--- config.mk ---
export PLATFORM = sky130hd
export DESIGN_NAME = pwm_compare_loader
export DESIGN_NICKNAME = d
export VERILOG_FILES = /design/src/rtl/pwm_compare_loader.sv
export SDC_FILE = /design/constraint.sdc
export NUM_CORES = 1
export LEC_CHECK = 0
export BUFFER_PORTS_ARGS = -buffer_cell sky130_fd_sc_hd__clkbuf_2
export CAP_MARGIN = 20
export CORE_UTILIZATION = 51
export DETAILED_ROUTE_END_ITERATION = 10
export PLACE_DENSITY = 0.76
export REMOVE_ABC_BUFFERS = 1
export SLEW_MARGIN = 40
export SYNTH_ARGS = -nofsm -noshare
export SYNTH_HDL_FRONTEND = slang
export SYNTH_SLANG_ARGS = --single-unit
--- constraint.sdc ---
create_clock -name MClk -period 2.2 [get_ports MClk]
set_clock_uncertainty 0.15 [all_clocks]
set_input_delay 0.33 -clock MClk [delete_from_list [all_inputs] [get_ports MClk]]
set_output_delay 0.33 -clock MClk [all_outputs]
set_load 0.02 [all_outputs]
--- src/rtl/pwm_compare_loader.sv ---
// pwm_compare_loader
//
// Staging stage in front of the PWM core. Per-phase compare values arrive
// over a valid/ready write port and land in shadow registers. A commit
// request arms the loader; the next carrier sync pulse copies every shadow
// value (clamped to the carrier peak) into the active Compare set in a
// single edge, so the PWM core never sees a half-updated set. If no sync
// pulse arrives within SyncTimeout cycles the commit is abandoned.
//
// Ports:
//   MClk        system clock, rising edge
//   RstN        asynchronous active-low reset
//   WrValid     write request
//   WrReady     loader accepts writes (registered, low while armed)
//   WrPhase     target phase index
//   WrData      unsigned compare value (stored unclamped)
//   CommitReq   single-cycle request to commit the shadow set
//   SyncPulse   carrier zero/peak pulse from the PWM core
//   PWMMaxCount carrier peak, clamp limit sampled on the commit edge
//   ClearFlags  clears ClampFlag and PhaseErr (a same-cycle set wins)
//   Compare     active compare values, one per phase
//   CommitDone  one-cycle pulse after a commit
//   TimeoutErr  one-cycle pulse after an abandoned commit
//   ClampFlag   sticky: a committed value exceeded PWMMaxCount
//   PhaseErr    sticky: a write targeted a phase index >= PhaseCount
module pwm_compare_loader #(
  parameter int PhaseCount  = 3,
  parameter int BIT_WIDTH   = 16,
  parameter int SyncTimeout = 1024
) (
  input  logic                                                MClk,
  input  logic                                                RstN,
  input  logic                                                WrValid,
  output logic                                                WrReady,
  input  logic [(PhaseCount > 1 ? $clog2(PhaseCount) : 1)-1:0] WrPhase,
  input  logic [BIT_WIDTH-1:0]                                WrData,
  input  logic                                                CommitReq,
  input  logic                                                SyncPulse,
  input  logic [BIT_WIDTH-1:0]                                PWMMaxCount,
  input  logic                                                ClearFlags,
  output logic [BIT_WIDTH-1:0]                                Compare [PhaseCount-1:0],
  output logic                                                CommitDone,
  output logic                                                TimeoutErr,
  output logic                                                ClampFlag,
  output logic                                                PhaseErr
);

  localparam int PW = (PhaseCount > 1) ? $clog2(PhaseCount) : 1;
  localparam int CW = $clog2(SyncTimeout);

  typedef enum logic {
    IDLE  = 1'b0,
    ARMED = 1'b1
  } state_t;

  state_t          state_reg;
  logic [CW-1:0]   cnt_reg;
  logic            wr_ready_reg;
  logic            commit_done_reg;
  logic            timeout_err_reg;
  logic            clamp_flag_reg;
  logic            phase_err_reg;

  logic                  wr_fire;
  logic                  phase_ok;
  logic                  commit_fire;
  logic                  timeout_fire;
  logic                  any_clamp;
  logic [PhaseCount-1:0] clamp_vec;

  // WrReady is only high in IDLE, so an accepted write never lands while armed.
  assign wr_fire      = WrValid && wr_ready_reg;
  assign phase_ok     = 32'(WrPhase) < 32'(PhaseCount);
  assign commit_fire  = (state_reg == ARMED) && SyncPulse;
  // A sync on the last waiting cycle takes priority over the timeout.
  assign timeout_fire = (state_reg == ARMED) && !SyncPulse &&
                        (cnt_reg == CW'(SyncTimeout - 1));
  assign any_clamp    = |clamp_vec;

  genvar gi;
  generate
    for (gi = 0; gi < PhaseCount; gi++) begin : g_phase
      logic [BIT_WIDTH-1:0] shadow_reg;
      logic [BIT_WIDTH-1:0] compare_reg;

      // Equality with the peak is a legal compare value, so only strictly
      // greater values are clamped.
      assign clamp_vec[gi] = shadow_reg > PWMMaxCount;

      always_ff @(posedge MClk or negedge RstN) begin
        if (!RstN) begin
          shadow_reg  <= '0;
          compare_reg <= '0;
        end else begin
          if (wr_fire && phase_ok && (WrPhase == PW'(gi)))
            shadow_reg <= WrData;
          // Shadow is kept as written; clamping applies to the active copy only.
          if (commit_fire)
            compare_reg <= clamp_vec[gi] ? PWMMaxCount : shadow_reg;
        end
      end

      assign Compare[gi] = compare_reg;
    end
  endgenerate

  always_ff @(posedge MClk or negedge RstN) begin
    if (!RstN) begin
      state_reg       <= IDLE;
      cnt_reg         <= '0;
      wr_ready_reg    <= 1'b0;
      commit_done_reg <= 1'b0;
      timeout_err_reg <= 1'b0;
      clamp_flag_reg  <= 1'b0;
      phase_err_reg   <= 1'b0;
    end else begin
      commit_done_reg <= commit_fire;
      timeout_err_reg <= timeout_fire;

      case (state_reg)
        IDLE: begin
          if (CommitReq) begin
            state_reg    <= ARMED;
            cnt_reg      <= '0;
            wr_ready_reg <= 1'b0;
          end else begin
            wr_ready_reg <= 1'b1;
          end
        end
        ARMED: begin
          if (commit_fire || timeout_fire) begin
            state_reg    <= IDLE;
            wr_ready_reg <= 1'b1;
          end else begin
            cnt_reg      <= cnt_reg + 1'b1;
            wr_ready_reg <= 1'b0;
          end
        end
        default: begin
          state_reg    <= IDLE;
          wr_ready_reg <= 1'b1;
        end
      endcase

      if (commit_fire && any_clamp)
        clamp_flag_reg <= 1'b1;
      else if (ClearFlags)
        clamp_flag_reg <= 1'b0;

      if (wr_fire && !phase_ok)
        phase_err_reg <= 1'b1;
      else if (ClearFlags)
        phase_err_reg <= 1'b0;
    end
  end

  assign WrReady    = wr_ready_reg;
  assign CommitDone = commit_done_reg;
  assign TimeoutErr = timeout_err_reg;
  assign ClampFlag  = clamp_flag_reg;
  assign PhaseErr   = phase_err_reg;

endmodule

==> Word-level counts from Yosys, hierarchy flattened <==
Index checks and enable logic that the tools add are counted.
{ "word_totals": {"in_bits": 40, "register_bits": 112, "out_inout_bits": 53, "wordCells": 57} }
{ "op_classes": {"eq_ne": 5, "n_addsub": 1, "n_lt_le_gt_ge": 4, "bitwise_logic": 1, "reduce_logical": 18, "mux": 15} }
{ "ops": {"columns": ["operator", "count"], "rows": [
  ["> comparator 16 bit", 3],
  ["two-way mux 16 bit", 3],
  ["two-way mux 10 bit", 2],
  ["case mux 10 bit (2 select lines)", 1],
  ["adder 10 x 1 -> 10 bit, second input constant", 1],
  ["equality test 10 bit, second input constant", 1],
  ["logical AND 1 bit", 10],
  ["two-way mux 1 bit", 7],
  ["!= test 2 bit, second input constant", 2],
  ["case mux 1 bit (2 select lines)", 2],
  ["nonzero test 2 bit", 2],
  ["OR reduction 3 bit", 1],
  ["equality test 2 x 1 -> 1 bit, second input constant", 1],
  ["equality test 2 bit, second input constant", 1],
  ["zero test 1 bit", 2],
  ["zero test 2 bit", 1],
  ["< comparator 2 bit, second input constant", 1],
  ["AND reduction 2 bit", 1],
  ["logical OR 1 bit", 1],
  ["NOT 1 bit", 1]
]} }

==> Logic depth before layout (Yosys ltp) <==
{ "depth": {"word_depth": 6, "ltp_mapped": 10, "mapped_depth_nobuf": 8} }

==> Worst setup path before layout <==
No wires, ideal clock.
{ "synth_path": {"kind": "input to register", "from": "input port PWMMaxCount[14]", "to": "register g_phase[1].compare_reg[10]", "required_time_ns": 1.913, "n_path_buf": 2, "path_stages": 10, "t_arrival_ns": 1.972, "path_slack_ns": -0.059, "setup_ns": 0.137, "path_cell_list": "inv_1 > ha_1 > a21oi_2 > nand2_1 > a221o_1 > o31ai_2 > buf_6 > buf_12 > mux2i_1 > a21oi_1"} }
{ "synth_between": {"elab_chain_cells": 2} }
{ "synth_lines": {"columns": ["element", "line", "rtl"], "rows": [
  ["start: declaration", "39", "input logic [BIT_WIDTH-1:0] PWMMaxCount,"],
  ["> comparator 16 bit", "88", "assign clamp_vec[gi] = shadow_reg > PWMMaxCount;"],
  ["two-way mux 16 bit", "99", "compare_reg <= clamp_vec[gi] ? PWMMaxCount : shadow_reg;"],
  ["end signal: assignment", "99", null],
  ["end: declaration", "84", "logic [BIT_WIDTH-1:0] compare_reg;"]
]} }
No other way between the ends.
A chain may end at the register's enable or synchronous reset.

==> Worst setup path in the final report <==
{ "layout_path": {"from": "register g_phase[1].shadow_reg[14]", "to": "register g_phase[1].compare_reg[8]"} }
{ "layout_between": {"elab_chain_cells": 2} }
{ "layout_lines": {"columns": ["element", "line", "rtl"], "rows": [
  ["start: declaration", "83", "logic [BIT_WIDTH-1:0] shadow_reg;"],
  ["start signal: assignment", "96", "shadow_reg <= WrData;"],
  ["> comparator 16 bit", "88", null],
  ["two-way mux 16 bit", "99", null]
]} }
No other way between the ends.

==> metrics.md <==
| Metric | Value |
|---|---|
| Port bufs | 92 |
| Yosys top cell by area | dfrtp_1 |
| Reg area | 2800 um2 |
| CTS sink count | 112 |
| Die height | 109 um |
| Syn-to-layout area delta | 30.6% |
| Die area | 11900 um2 |
| Non-filler instance count after layout | 827 |
| Synth Cell Area | 5830 um2 |
| Tot Pwr | 8.78 mW |
| Min-delay worst type | primary input to register |
| DRC Markers | 0 |
| Top-area cell type share of the netlist area | 0.481 |
| RSZ-0062 raised after global routing | yes |
| Sequential-to-total area share from yosys stat | 0.481 |
| Leakage power figure | 3.73 nW |
| CTS tree | done |
| GP Congestion | 0.898 |
| Layout net count | 772 |
| Cell area power density | 1150 nW/um2 |
| Filler Cells Inserted | 838 |
| Final instance area | 7610 um2 |
| Netlist cell types | 46 |
| Core Util, Final | 0.693 |
| Routed WL | 15000 um |
| 1st-iter DRT viols | 272 |
| Most common cell after layout, fill and taps aside | dfrtp_1 |
| Core area | 11000 um2 |
| Die width | 109 um |
| Least-Margin Pin Slew | 0.373 ns |
| Synth warnings | 0 |
| Placed Cells | 801 |
| Share of layout cells above drive strength 1 | 0.383 |
| Root Driver | clkbuf_16 |
| WL/cell | 18.1 um |
| Vias/cell | 5.41 |
| Fin. Hold Viols | 0 |
| Main synth FF type | dfrtp_1 |
| CP max FO | 8 |
| Outcome | finished, violations left |
| CTS H-tree depth | 3 |
| Data arrival time of the critical path | 2.57 ns |
| CP endpoint kind | register |
| DRT Pass-1 Iters | 4 |
| #FFs+latches synth | 112 |
| Setup ws final | -0.287 ns |
| Global-route wire length before repair | 24400 um |
| Total gr overflow | 0 |
| Via count | 4475 |
| Most frequent cells in the layout | dfrtp_1, clkbuf_2, buf_4, mux2_2, mux2i_1 |
| Failing checks | setup timing |
| Inserted Diodes | 0 |
| FP Rows | 38 |
| CP Class | register to register |
| Cts bufs inserted | 9 |
| DP Wirelength | 10300 um |
| Vias in the first global route | 4796 |
| Peak supply drop | 0.648 mV |
| Worst Setup Slack post-DPL | -0.522 ns |
| Initial antenna violation count | 0 |
| Placed cell areas | 6950 um2 |
| Fraction of registers with async set/reset | 1.00 |
| Largest net degree at the start of global routing | 53 |
| Final setup fails | 49 |
| Peak Freq | 402 MHz |
| Synth area leaders | dfrtp_1, ha_1, mux2_2, mux2i_1, a21oi_1 |
| Slew headroom | 0.751 |
| Starting density of the core | 0.531 |
| Worst Hold Margin | 0.0383 ns |
| Post-synth EDFFs | 0 |
| Worst Path Required | 2.29 ns |
| WHS Path Cells | 2 |
| Tmin final | 2.49 ns |
| Area of the multi-input gates | 3000 um2 |
| Max-cap viol count | 0 |
| Reg2reg path depth | 10 |
| Fin. max-slew vios | 0 |
| Clk_lat worst skew | 0.36 ns |
| Tcrit/Tclk final | 1.13 |
| Setup crit start kind | register |
| Bufs on Longest Clock Path | 2 |
| Fin Setup TNS | -10.77 ns |
| Cell count after synthesis | 518 |
| Clock slew at reported path FFs | 0.08 ns |
| Routed Antenna Nets | 0 |
| Post-Syn Area per Cell | 11.2 um2 |
| GRT Total Usage | 0.275 |
| Num ports | 93 |
## per-layer routing
metal	wire length [um]	track usage	up-vias
li1	-	-	2184
met5	0	0	-
met4	319	0.105	0
met2	7200	0.452	115
met3	617	0.0430	18
met1	6820	0.366	2158
## logic make-up after synthesis
| family | count (synthesis) | share of synthesized area |
|---|---|---|
| AOI/OAI and AO/OA | 95 | 0.0951 |
| xor gates and xnor gates | 5 | 0.00752 |
| adders and majority gates | 49 | 0.105 |
| buffers and inverters | 44 | 0.0371 |
| DFF | 112 | 0.481 |
| muxes | 96 | 0.175 |
| and+or+nand+nor | 117 | 0.0988 |
## final timing paths
path / start / to / slack (ns)
worst max-delay path: g_phase[1].shadow_reg[14] / g_phase[1].compare_reg[8] / -0.29
max in group asynchronous: RstN / CommitDone / 1.01
worst min register to register: g_phase[0].compare_reg[6] / g_phase[0].compare_reg[6] / 0.33
worst max register to register: g_phase[1].shadow_reg[14] / g_phase[1].compare_reg[8] / -0.29
worst min-delay path: ClearFlags / PhaseErr / 0.04
min in group asynchronous: RstN / g_phase[1].shadow_reg[7] / 0.28
## Yosys cell counts, drive strengths merged (3+ instances only)
| cell type | number |
|---|---|
| nor2b | 5 |
| ha | 49 |
| nand2b | 3 |
| buf | 7 |
| nand4 | 14 |
| inv | 24 |
| xor2 | 4 |
| dfrtp | 112 |
| nand2 | 46 |
| nand3 | 10 |
| a21boi | 3 |
| o21ai | 41 |
| mux2i | 48 |
| a21o | 3 |
| clkbuf | 13 |
| nor3 | 3 |
| mux2 | 48 |
| a21oi | 36 |
| nor2 | 25 |
## power by group
part	leakage [nW]	switching [mW]	internal, mW
sequential	1.37	0.458	2.70
combinational	2.21	1.97	1.88
clock	0.153	0.771	0.995
## timing repair
item | CTS | global route
setup endpoints to repair | 49 | 51
setup buffers | 6 | 1
endpoints found under the hold margin | 25 | 0
cloned | 4 | 0
pin swaps | 33 | 10
gates resized for setup | 26 | 2
hold buffers | 1 | 0
## layout make-up
cell class	instances	area share
Timing Repair Buffer	174	0.162
Sequential cell	112	0.369
Multi-Input combinational cell	362	0.394
Clock buffer	10	0.0301
Clock inverter	5	0.0109
Inverter	24	0.0118
Tap cell	140	0.0230
## critical path, cell delays in order (launching register included)
cell and delay, ns:
dfrtp_1 0.43, ha_4 0.31, nand4_1 0.11, buf_4 0.17, nor4_4 0.27, a21boi_4 0.26
o31ai_4 0.10, buf_12 0.15, buf_12 0.14, mux2i_1 0.16, a21oi_1 0.09
(Power assumes the default switching activity.)
